$ cat src/rtl/pentary_alu_writeback_pkg.sv
// Shared pentary constants: digit codes, ALU opcodes, flag bit positions
// and the canonical zero-word helper.
package pentary_pkg;

    localparam logic [2:0] DIGIT_M2   = 3'b000;
    localparam logic [2:0] DIGIT_M1   = 3'b001;
    localparam logic [2:0] DIGIT_ZERO = 3'b010;
    localparam logic [2:0] DIGIT_P1   = 3'b011;
    localparam logic [2:0] DIGIT_P2   = 3'b100;

    localparam logic [2:0] OP_ADD  = 3'b000;
    localparam logic [2:0] OP_SUB  = 3'b001;
    localparam logic [2:0] OP_MUL2 = 3'b010;
    localparam logic [2:0] OP_DIV2 = 3'b011;
    localparam logic [2:0] OP_NEG  = 3'b100;
    localparam logic [2:0] OP_ABS  = 3'b101;
    localparam logic [2:0] OP_CMP  = 3'b110;
    localparam logic [2:0] OP_MAX  = 3'b111;

    localparam int FLAG_ZERO = 0;
    localparam int FLAG_NEG  = 1;
    localparam int FLAG_OVF  = 2;
    localparam int FLAG_EQ   = 3;
    localparam int FLAG_GT   = 4;

    localparam int MAX_DIGITS = 64;

    // Callers size-cast the result down to 3*digits bits.
    function automatic logic [3*MAX_DIGITS-1:0] zero_word(input int digits);
        logic [3*MAX_DIGITS-1:0] w;
        w = '0;
        for (int i = 0; i < MAX_DIGITS; i++)
            if (i < digits) w[3*i +: 3] = DIGIT_ZERO;
        return w;
    endfunction

endpackage

$ cat src/rtl/pentary_alu_writeback_if.sv
// ALU-result input handshake plus register-file write port of the writeback stage.
interface pentary_alu_writeback_if #(
    parameter int DIGITS = 16,
    parameter int RD_W   = 5
);
    localparam int WIDTH = 3 * DIGITS;

    logic             in_valid;
    logic             in_ready;
    logic [WIDTH-1:0] in_result;
    logic [2:0]       in_opcode;
    logic [RD_W-1:0]  in_rd;
    logic [4:0]       in_flags;
    logic             out_valid;
    logic             out_ready;
    logic [WIDTH-1:0] out_wdata;
    logic [RD_W-1:0]  out_rd;
    logic             out_we;

    modport slave (
        input  in_valid, in_result, in_opcode, in_rd, in_flags, out_ready,
        output in_ready, out_valid, out_wdata, out_rd, out_we
    );

    modport master (
        output in_valid, in_result, in_opcode, in_rd, in_flags, out_ready,
        input  in_ready, out_valid, out_wdata, out_rd, out_we
    );
endinterface

$ cat src/rtl/pentary_alu_writeback_sanitize.sv
// Replaces illegal digit codes (101/110/111) with zero and flags whether any were seen.
module pentary_digit_sanitize
    import pentary_pkg::*;
#(
    parameter int DIGITS = 16
) (
    input  logic [DIGITS-1:0][2:0] i_word,
    output logic [DIGITS-1:0][2:0] o_word,
    output logic                   o_err
);
    logic [DIGITS-1:0] w_bad;

    for (genvar g = 0; g < DIGITS; g++) begin : g_dig
        assign w_bad[g]  = i_word[g][2] & (i_word[g][1] | i_word[g][0]);
        assign o_word[g] = w_bad[g] ? DIGIT_ZERO : i_word[g];
    end

    assign o_err = |w_bad;
endmodule

$ cat src/rtl/pentary_alu_writeback.sv
// Writeback stage: sanitising FIFO in front of the register-file port, plus
// architectural flags, sticky overflow/digit-error bits and a retire counter.
module pentary_alu_writeback
    import pentary_pkg::*;
#(
    parameter int DIGITS = 16,
    parameter int DEPTH  = 4,
    parameter int RD_W   = 5,
    parameter int CNT_W  = 16
) (
    input  logic                    clk,
    input  logic                    rst_n,
    pentary_alu_writeback_if.slave  bus,
    output logic [4:0]              flags_q,
    output logic                    sticky_ovf,
    output logic                    sticky_derr,
    input  logic                    sticky_clr,
    output logic [CNT_W-1:0]        retire_count
);
    localparam int WIDTH = 3 * DIGITS;
    localparam int AW    = $clog2(DEPTH);

    typedef struct packed {
        logic [WIDTH-1:0] data;
        logic [2:0]       op;
        logic [RD_W-1:0]  rd;
        logic [4:0]       flags;
        logic             derr;
    } entry_t;

    entry_t                r_mem [DEPTH];
    logic [AW:0]           r_wptr, r_rptr;
    logic [DIGITS-1:0][2:0] w_clean;
    logic                  w_err;
    logic                  w_full, w_empty, w_push, w_pop;
    logic [WIDTH-1:0]      w_zero;
    entry_t                w_new, w_head;

    pentary_digit_sanitize #(.DIGITS(DIGITS)) u_sanitize (
        .i_word (bus.in_result),
        .o_word (w_clean),
        .o_err  (w_err)
    );

    assign w_zero  = WIDTH'(zero_word(DIGITS));
    assign w_full  = (r_wptr ^ r_rptr) == {1'b1, {AW{1'b0}}};
    assign w_empty = (r_wptr == r_rptr);
    assign w_push  = bus.in_valid && !w_full;
    assign w_pop   = !w_empty && bus.out_ready;

    assign w_new  = '{data: w_clean, op: bus.in_opcode, rd: bus.in_rd,
                      flags: bus.in_flags, derr: w_err};
    assign w_head = r_mem[r_rptr[AW-1:0]];

    // Outputs come only from stored state, so nothing passes through in the push cycle.
    assign bus.in_ready  = !w_full;
    assign bus.out_valid = !w_empty;
    assign bus.out_wdata = w_empty ? w_zero : w_head.data;
    assign bus.out_rd    = w_empty ? '0 : w_head.rd;
    assign bus.out_we    = !w_empty && (w_head.op != OP_CMP);

    always_ff @(posedge clk) begin
        if (w_push) r_mem[r_wptr[AW-1:0]] <= w_new;
    end

    always_ff @(posedge clk or negedge rst_n) begin
        if (!rst_n) begin
            r_wptr       <= '0;
            r_rptr       <= '0;
            flags_q      <= '0;
            sticky_ovf   <= 1'b0;
            sticky_derr  <= 1'b0;
            retire_count <= '0;
        end else begin
            if (w_push) r_wptr <= r_wptr + 1'b1;
            if (w_pop)  r_rptr <= r_rptr + 1'b1;
            if (w_pop)  flags_q <= w_head.flags;
            // A setting pop overrides a clear in the same cycle.
            sticky_ovf  <= (sticky_ovf  & ~sticky_clr) | (w_pop & w_head.flags[FLAG_OVF]);
            sticky_derr <= (sticky_derr & ~sticky_clr) | (w_pop & w_head.derr);
            if (w_pop && (retire_count != {CNT_W{1'b1}}))
                retire_count <= retire_count + 1'b1;
        end
    end
endmodule

$ cat src/flat_wrapper.sv
// flat-port wrapper written by rule: the top's interface ports become plain ports
module pentary_alu_writeback_flat import pentary_pkg::*;
#(
    parameter int DIGITS = 16,
    parameter int DEPTH  = 4,
    parameter int RD_W   = 5,
    parameter int CNT_W  = 16
)
  (clk, rst_n, flags_q, sticky_ovf, sticky_derr, sticky_clr, retire_count, bus_in_valid, bus_in_result, bus_in_opcode, bus_in_rd, bus_in_flags, bus_out_ready, bus_in_ready, bus_out_valid, bus_out_wdata, bus_out_rd, bus_out_we);
  pentary_alu_writeback_if #(.DIGITS(DIGITS), .RD_W(RD_W)) bus_i ();
  input  logic clk;
  input  logic rst_n;
  output logic [4:0] flags_q;
  output logic sticky_ovf;
  output logic sticky_derr;
  input  logic sticky_clr;
  output logic [CNT_W-1:0] retire_count;
  input wire logic [$bits(bus_i.in_valid)-1:0] bus_in_valid;
  input wire logic [$bits(bus_i.in_result)-1:0] bus_in_result;
  input wire logic [$bits(bus_i.in_opcode)-1:0] bus_in_opcode;
  input wire logic [$bits(bus_i.in_rd)-1:0] bus_in_rd;
  input wire logic [$bits(bus_i.in_flags)-1:0] bus_in_flags;
  input wire logic [$bits(bus_i.out_ready)-1:0] bus_out_ready;
  output wire logic [$bits(bus_i.in_ready)-1:0] bus_in_ready;
  output wire logic [$bits(bus_i.out_valid)-1:0] bus_out_valid;
  output wire logic [$bits(bus_i.out_wdata)-1:0] bus_out_wdata;
  output wire logic [$bits(bus_i.out_rd)-1:0] bus_out_rd;
  output wire logic [$bits(bus_i.out_we)-1:0] bus_out_we;
  assign bus_i.in_valid = bus_in_valid;
  assign bus_i.in_result = bus_in_result;
  assign bus_i.in_opcode = bus_in_opcode;
  assign bus_i.in_rd = bus_in_rd;
  assign bus_i.in_flags = bus_in_flags;
  assign bus_i.out_ready = bus_out_ready;
  assign bus_in_ready = bus_i.in_ready;
  assign bus_out_valid = bus_i.out_valid;
  assign bus_out_wdata = bus_i.out_wdata;
  assign bus_out_rd = bus_i.out_rd;
  assign bus_out_we = bus_i.out_we;
  pentary_alu_writeback #(.DIGITS(DIGITS), .DEPTH(DEPTH), .RD_W(RD_W), .CNT_W(CNT_W)) u_core (.clk(clk), .rst_n(rst_n), .bus(bus_i), .flags_q(flags_q), .sticky_ovf(sticky_ovf), .sticky_derr(sticky_derr), .sticky_clr(sticky_clr), .retire_count(retire_count));
endmodule
$ cat config.mk
export PLATFORM = sky130hd
export DESIGN_NAME = pentary_alu_writeback_flat
export DESIGN_NICKNAME = d
export VERILOG_FILES = /design/src/rtl/pentary_alu_writeback_pkg.sv /design/src/rtl/pentary_alu_writeback_if.sv /design/src/rtl/pentary_alu_writeback_sanitize.sv /design/src/rtl/pentary_alu_writeback.sv /design/src/flat_wrapper.sv
export SDC_FILE = /design/constraint.sdc
export NUM_CORES = 1
export LEC_CHECK = 0
export CAP_MARGIN = 30
export CORE_MARGIN = 1
export CORE_UTILIZATION = 57
export CTS_CLUSTER_SIZE = 28
export DETAILED_ROUTE_END_ITERATION = 8
export GPL_TIMING_DRIVEN = 0
export PLACE_DENSITY_LB_ADDON = 0.05
export SKIP_LAST_GASP = 1
export SLEW_MARGIN = 20
export SYNTH_ARGS = -nofsm -noshare
export SYNTH_HDL_FRONTEND = slang
export SYNTH_HIERARCHICAL = 1
export SYNTH_SLANG_ARGS = --single-unit
$ cat constraint.sdc
create_clock -name clk -period 7.1 [get_ports clk]
set_input_delay 0.71 -clock clk [delete_from_list [all_inputs] [get_ports clk]]
set_output_delay 0.71 -clock clk [all_outputs]
set_load 0.01 [all_outputs]
-- Yosys cells after proc, flatten, opt, wreduce, memory -nomap -nowiden
Memory sizes are Yosys's and may differ from the RTL's.
Index checks and enable logic that the tools add are counted.
- add/subtract/negate cells: 3
- equality and inequality tests: 4
- multiplexer cells: 20
- bitwise gates (word level): 40
- reduce and logical (&&, ||, !) cells: 7
- operator list (kind ; number):
    $mux W3 ; 16
    $mux W48 ; 1
    $and A1 B1 Y1 ; 20
    $or A1 B1 Y1 ; 18
    $add A16 B1 Y16 const B ; 1
    $ne A16 B16 Y1 const B ; 1
    $reduce_or A16 Y1 ; 1
    $add A3 B1 Y3 const B ; 2
    $mux W5 ; 1
    $logic_and A1 B1 Y1 ; 4
    $eq A3 B3 Y1 ; 1
    $eq A3 B3 Y1 const B ; 1
    $ne A3 B3 Y1 const B ; 1
    $xor A3 B3 Y3 ; 1
    $logic_not A1 Y1 ; 2
    $mux W1 ; 2
    $not A1 Y1 ; 1
- flip-flop bits (word level): 29
- RAM bits: 248
- input port bits: 66
- output and inout port bits: 79
- memories kept: 1
- memories (memory ; depth ; bits a word ; rd ports ; clocked after memory_dff ; wr ports ; RTL line ; RTL):
    u_core.r_mem ; 4 ; 62 ; 1 ; 0 ; 1 ; pentary_alu_writeback.sv:31 ; entry_t r_mem [DEPTH];

-- Longest topological paths before layout
- depth in word-level cells: 6
- gate-level depth with buffers: 7
- mapped depth without buffers: 5

-- Hierarchy
Netlist, hierarchy kept.
- modules (own cells, without submodules) (module ; times used ; cells an instance ; area an instance (um^2) ; seq. area each (um^2)):
    pentary_alu_writeback ; 1 ; 528 ; 10722.8 ; 8172.8
    pentary_digit_sanitize ; 1 ; 69 ; 461.7 ; 0.0

-- Least setup slack after synthesis
Ideal clock, no wire load.
- path kind: input-to-reg
- from: input bus_in_valid
- to: memory u_core/r_mem[3][0] in the netlist's numbering (enable)
- arrival time: 2.618 ns
- required time: 6.672 ns
- path slack: 4.054 ns
- stages: 3
- path buffers: 0
- cell sequence: inv_1 a31oi_1 and2_1
- cells in the longest elaborated chain, start to end: 3
- ends and longest elaborated chain (element ; RTL line ; RTL):
    start, declared ; flat_wrapper.sv:18 ; input wire logic [$bits(bus_i.in_valid)-1:0] bus_in_valid;
    $logic_and A1 B1 Y1 ; pentary_alu_writeback.sv:48 ; assign w_push = bus.in_valid && !w_full;
    $mux W1 ; pentary_alu_writeback.sv:63 ; if (w_push) r_mem[r_wptr[AW-1:0]] <= w_new;
    $mux W1 (implied by the code) ; pentary_alu_writeback.sv:63 ;
    end, declared ; pentary_alu_writeback.sv:31 ;
Every way passes these cells.

-- Worst setup path in the final report
- from: register u_core.r_rptr[1]
- to: output bus_out_wdata[25]
- cells in the longest elaborated chain, start to end: 2
- ends and longest elaborated chain (element ; RTL line ; RTL):
    start, declared ; pentary_alu_writeback.sv:32 ; logic [AW:0] r_wptr, r_rptr;
    start signal, assigned ; pentary_alu_writeback.sv:76 ; if (w_pop) r_rptr <= r_rptr + 1'b1;
    $mem_v2 Z4 W62 / $eq A3 B3 Y1 (equally long branches) ; n/a ;
    $mux W48 * ; pentary_alu_writeback.sv:58 ; assign bus.out_wdata = w_empty ? w_zero : w_head.data;
    end, declared ; flat_wrapper.sv:26 ; output wire logic [$bits(bus_i.out_wdata)-1:0] bus_out_wdata;
Every way passes the cells marked *; elsewhere a longest branch is shown, timed or not.

==> impl_metrics.yaml <==
setup_path:
  cp-start-kind: "flop"
  crit_chain: "buf_2 > xor2_1 > nor3_2 > clkbuf_1 > or2_2 > clkdlybuf4s50_1"
  worst_setup_path_end_kind: "primary output"
  ff2ff_path_depth: 5
  crit_required_ns: 6.39
  cp_slowest_stage_delay_ns: 0.68
  path_buf_inv: 3
  critPathSlowestCell: "nor3_2"
  path_delay_family: "buffers and inverters"
  critPathKind: "reg2out"
  cp.arrival_ns: 3.42
  path_depth: 6
  cp_max_fo: 10
clock_network:
  tritoncts: "yes"
  cts.htree.levels: 1
  hold_buffers: 0
  cts-root-buf: "clkbuf_16"
  cts_buffer_depth: 3
  clk_pin_slew_worst_paths_ns: 0.06
  cts_resized: 0
  cts_setup_buffers: 0
  clkSinkCount: 277
  cts_buffers: 30
  clk_latency_ns: 0.53
synthesis:
  synth_enable_flop_cells: 248
  synthTopCellsByArea: "edfxtp_1, mux4_2, dfrtp_1, nor2b_1, nor3b_1"
  synth-simple-area-share_pct: 8.771
  avgSynthCellArea_um2: 18.73
  syn-num-nets: 669
  ys_seq_area_share_pct: 73.07
  synthMuxAreaShare_pct: 12.12
  synth_most_common_cell: "edfxtp_1"
  synth_top_area_share_pct: 66.58
  synth_fa_ha_area_share_pct: 0.6712
  synth_top_family_by_area: "multiplexers"
  yosys.area.top_type: "edfxtp_1"
  ys_top_cells_by_count: "edfxtp_1, mux4_2, nor2b_1, dfrtp_1, nand2_1"
  synth_compound_area_share_pct: 2.416
  syn_area_mm2: 0.01118
  synth-xor-area-share_pct: 1.801
  synthFlopType: "edfxtp_1"
  synth_cell_types: 45
  syn_inst: 597
  async_reset_ff_share_pct: 10.47
  synth_warnings: 6
  synth-seq-cells: 277
pwr:
  leakage_uw: 0.004792
  p_per_area_mw_per_mm2: 441.9
  seqPwrFrac_pct: 37.6
  pwr-share-comb_pct: 39.8
  power.internal_uw: 4265
  max-vdd-ir-drop_v: 0.0002735
  p_sw_share_pct: 30.81
  power.switching_uw: 1899
  p_clk_share_pct: 22.6
job:
  drv_cap: 0
timing:
  fin_tns_setup_ns: 0
  setup_slack_ns: 2.968
  finalMaxSlewViolations: 0
  skew_ns: 0.01751
  finalCritPeriodShare_pct: 58.20
  grt_setup_unrepaired: "no"
  slew_headroom_pct: 45.27
  whs_ns: 0.2198
  setup_viol: 0
  finalHoldViolations: 0
  finalWorstPathRequiredPeriod_ns: 4.132
  max_freq_mhz: 242.0
  tightestPinTransition_ns: 0.8165
die:
  die-area_mm2: 0.02019
  start_util_pct: 59.00
  io_pins: 145
  die_y_um: 142.1
  die_w_um: 142.1
  rows: 50
  core_mm2: 0.01896
finish:
  diodes: 0
  drive_above_1_share_pct: 18.35
  fillers: 1145
  fin_cells: 1061
  nets: 849
  syn_to_final_growth_pct: 24.70
routing:
  antenna_left: 0
  via_per_inst: 5.742
  drt_pass1_iterations: 5
  drt_iter0_markers: 354
  wire_per_inst_um: 21.39
  wl_mm: 22.69
  num_vias: 6092
  drc: 0
place:
  dpl.cell_count: 1005
  port_buffers: 144
  gp_congestion: 0.7589
  pre_cts_ws_ns: 3.448
  dp_hpwl_mm: 14.38
grt:
  overflow: 0
  grtUsageTotal_pct: 23.42
  grt_start_max_net_pins: 41
  antenna_found_initial: 0
  grt_first_pass_wirelength_mm: 35.20
  grt_pass1_vias: 6344
run_status:
  status: "finished clean"
hold_path:
  min-delay-path-class: "in2async"
-- layout make-up --
class	instances	area [µm²]	area share, %
inverter	6	22.52	0.1615
clock buffer	42	827.0	5.930
sequential	277	8173	58.60
tap	260	325.3	2.332
clock inverter	14	68.82	0.4934
multi-input combinational	291	2893	20.74
timing repair buffer	148	1531	10.98
buffer	23	106.4	0.7625
-- sequential cells by signal, indices dropped and copies added (netlist names) --
register / flops
u_core/r_rptr: 3
u_core/flags_q: 5
u_core/retire_count: 16
u_core/r_mem: 248
u_core/r_wptr: 3
u_core/sticky_ovf: 1
u_core/sticky_derr: 1
-- power groups by stage --
stage | clock network [µW] | registers (µW) | logic, µW
floorplan | 0 | 2350 | 1290
global placement | 0 | 2360 | 2400
detailed placement | 0 | 2350 | 2470
CTS | 1410 | 2320 | 2500
global route | 1480 | 2350 | 2630
finish | 1390 | 2320 | 2450
-- stage by stage --
step	area (µm²)	utilization, %	power, µW
finish	13950	73.58	6164
global route	13950	73.58	6460
floorplan	11180	-	3633
detailed placement	13050	68.85	4822
global placement	12950	68.32	4760
CTS	13950	73.58	6232
-- cell usage in the layout (no fill, tap or decap), types with 2 or more instances in the layout --
| cell type | instances |
|---|---|
| nand4b_1 | 3 |
| buf_2 | 11 |
| clkinv_1 | 6 |
| clkinv_2 | 6 |
| o21ai_2 | 2 |
| a21o_1 | 15 |
| nor3_1 | 5 |
| and2_4 | 5 |
| buf_16 | 2 |
| nand2_1 | 28 |
| or2_2 | 16 |
| and3_1 | 2 |
| mux4_2 | 59 |
| clkdlybuf4s50_1 | 143 |
| nand4_1 | 10 |
| nor2_1 | 3 |
| xnor2_1 | 13 |
| inv_1 | 6 |
| dfrtp_1 | 29 |
| nand3_1 | 8 |
| edfxtp_1 | 248 |
| clkbuf_16 | 31 |
| clkbuf_1 | 22 |
| nor3b_1 | 17 |
| o21ai_1 | 11 |
| buf_12 | 2 |
| o21ai_0 | 6 |
| ha_1 | 6 |
| nor2b_1 | 53 |
| xor2_1 | 10 |
-- cells by family after synthesis --
family / Yosys count
DFF: 277
and+or+nand+nor: 160
muxes: 61
AOI/OAI and AO/OA: 41
buffers and inverters: 29
xor gates and xnor gates: 23
adders and majority gates: 6
-- per-layer routing --
metal	vias up	wire length [µm]	share of wire, %	track usage, %
li1	2728	-	-	-
met1	3130	9602	42	32.19
met2	209	11480	51	39.78
met3	25	1271	5.6	3.466
met4	0	333	1.5	5.942
met5	-	0	0	0
-- worst paths after layout --
kind / startpoint / end / slack (ns)
max: u_core/r_rptr[1]$_DFFE_PN0P_ / bus_out_wdata[25] / 2.97
min: rst_n / u_core/retire_count[15]$_DFFE_PN0P_ / 0.22
max reg2reg: u_core/r_rptr[1]$_DFFE_PN0P_ / u_core/r_mem[0][23]$_DFFE_PP_ / 4.54
min reg2reg: u_core/r_rptr[2]$_DFFE_PN0P_ / u_core/r_rptr[2]$_DFFE_PN0P_ / 0.49
max in group asynchronous: rst_n / u_core/retire_count[13]$_DFFE_PN0P_ / 6.44
min in group clk: u_core/r_rptr[2]$_DFFE_PN0P_ / u_core/r_rptr[2]$_DFFE_PN0P_ / 0.49
Power figures use the tool's default switching activity.
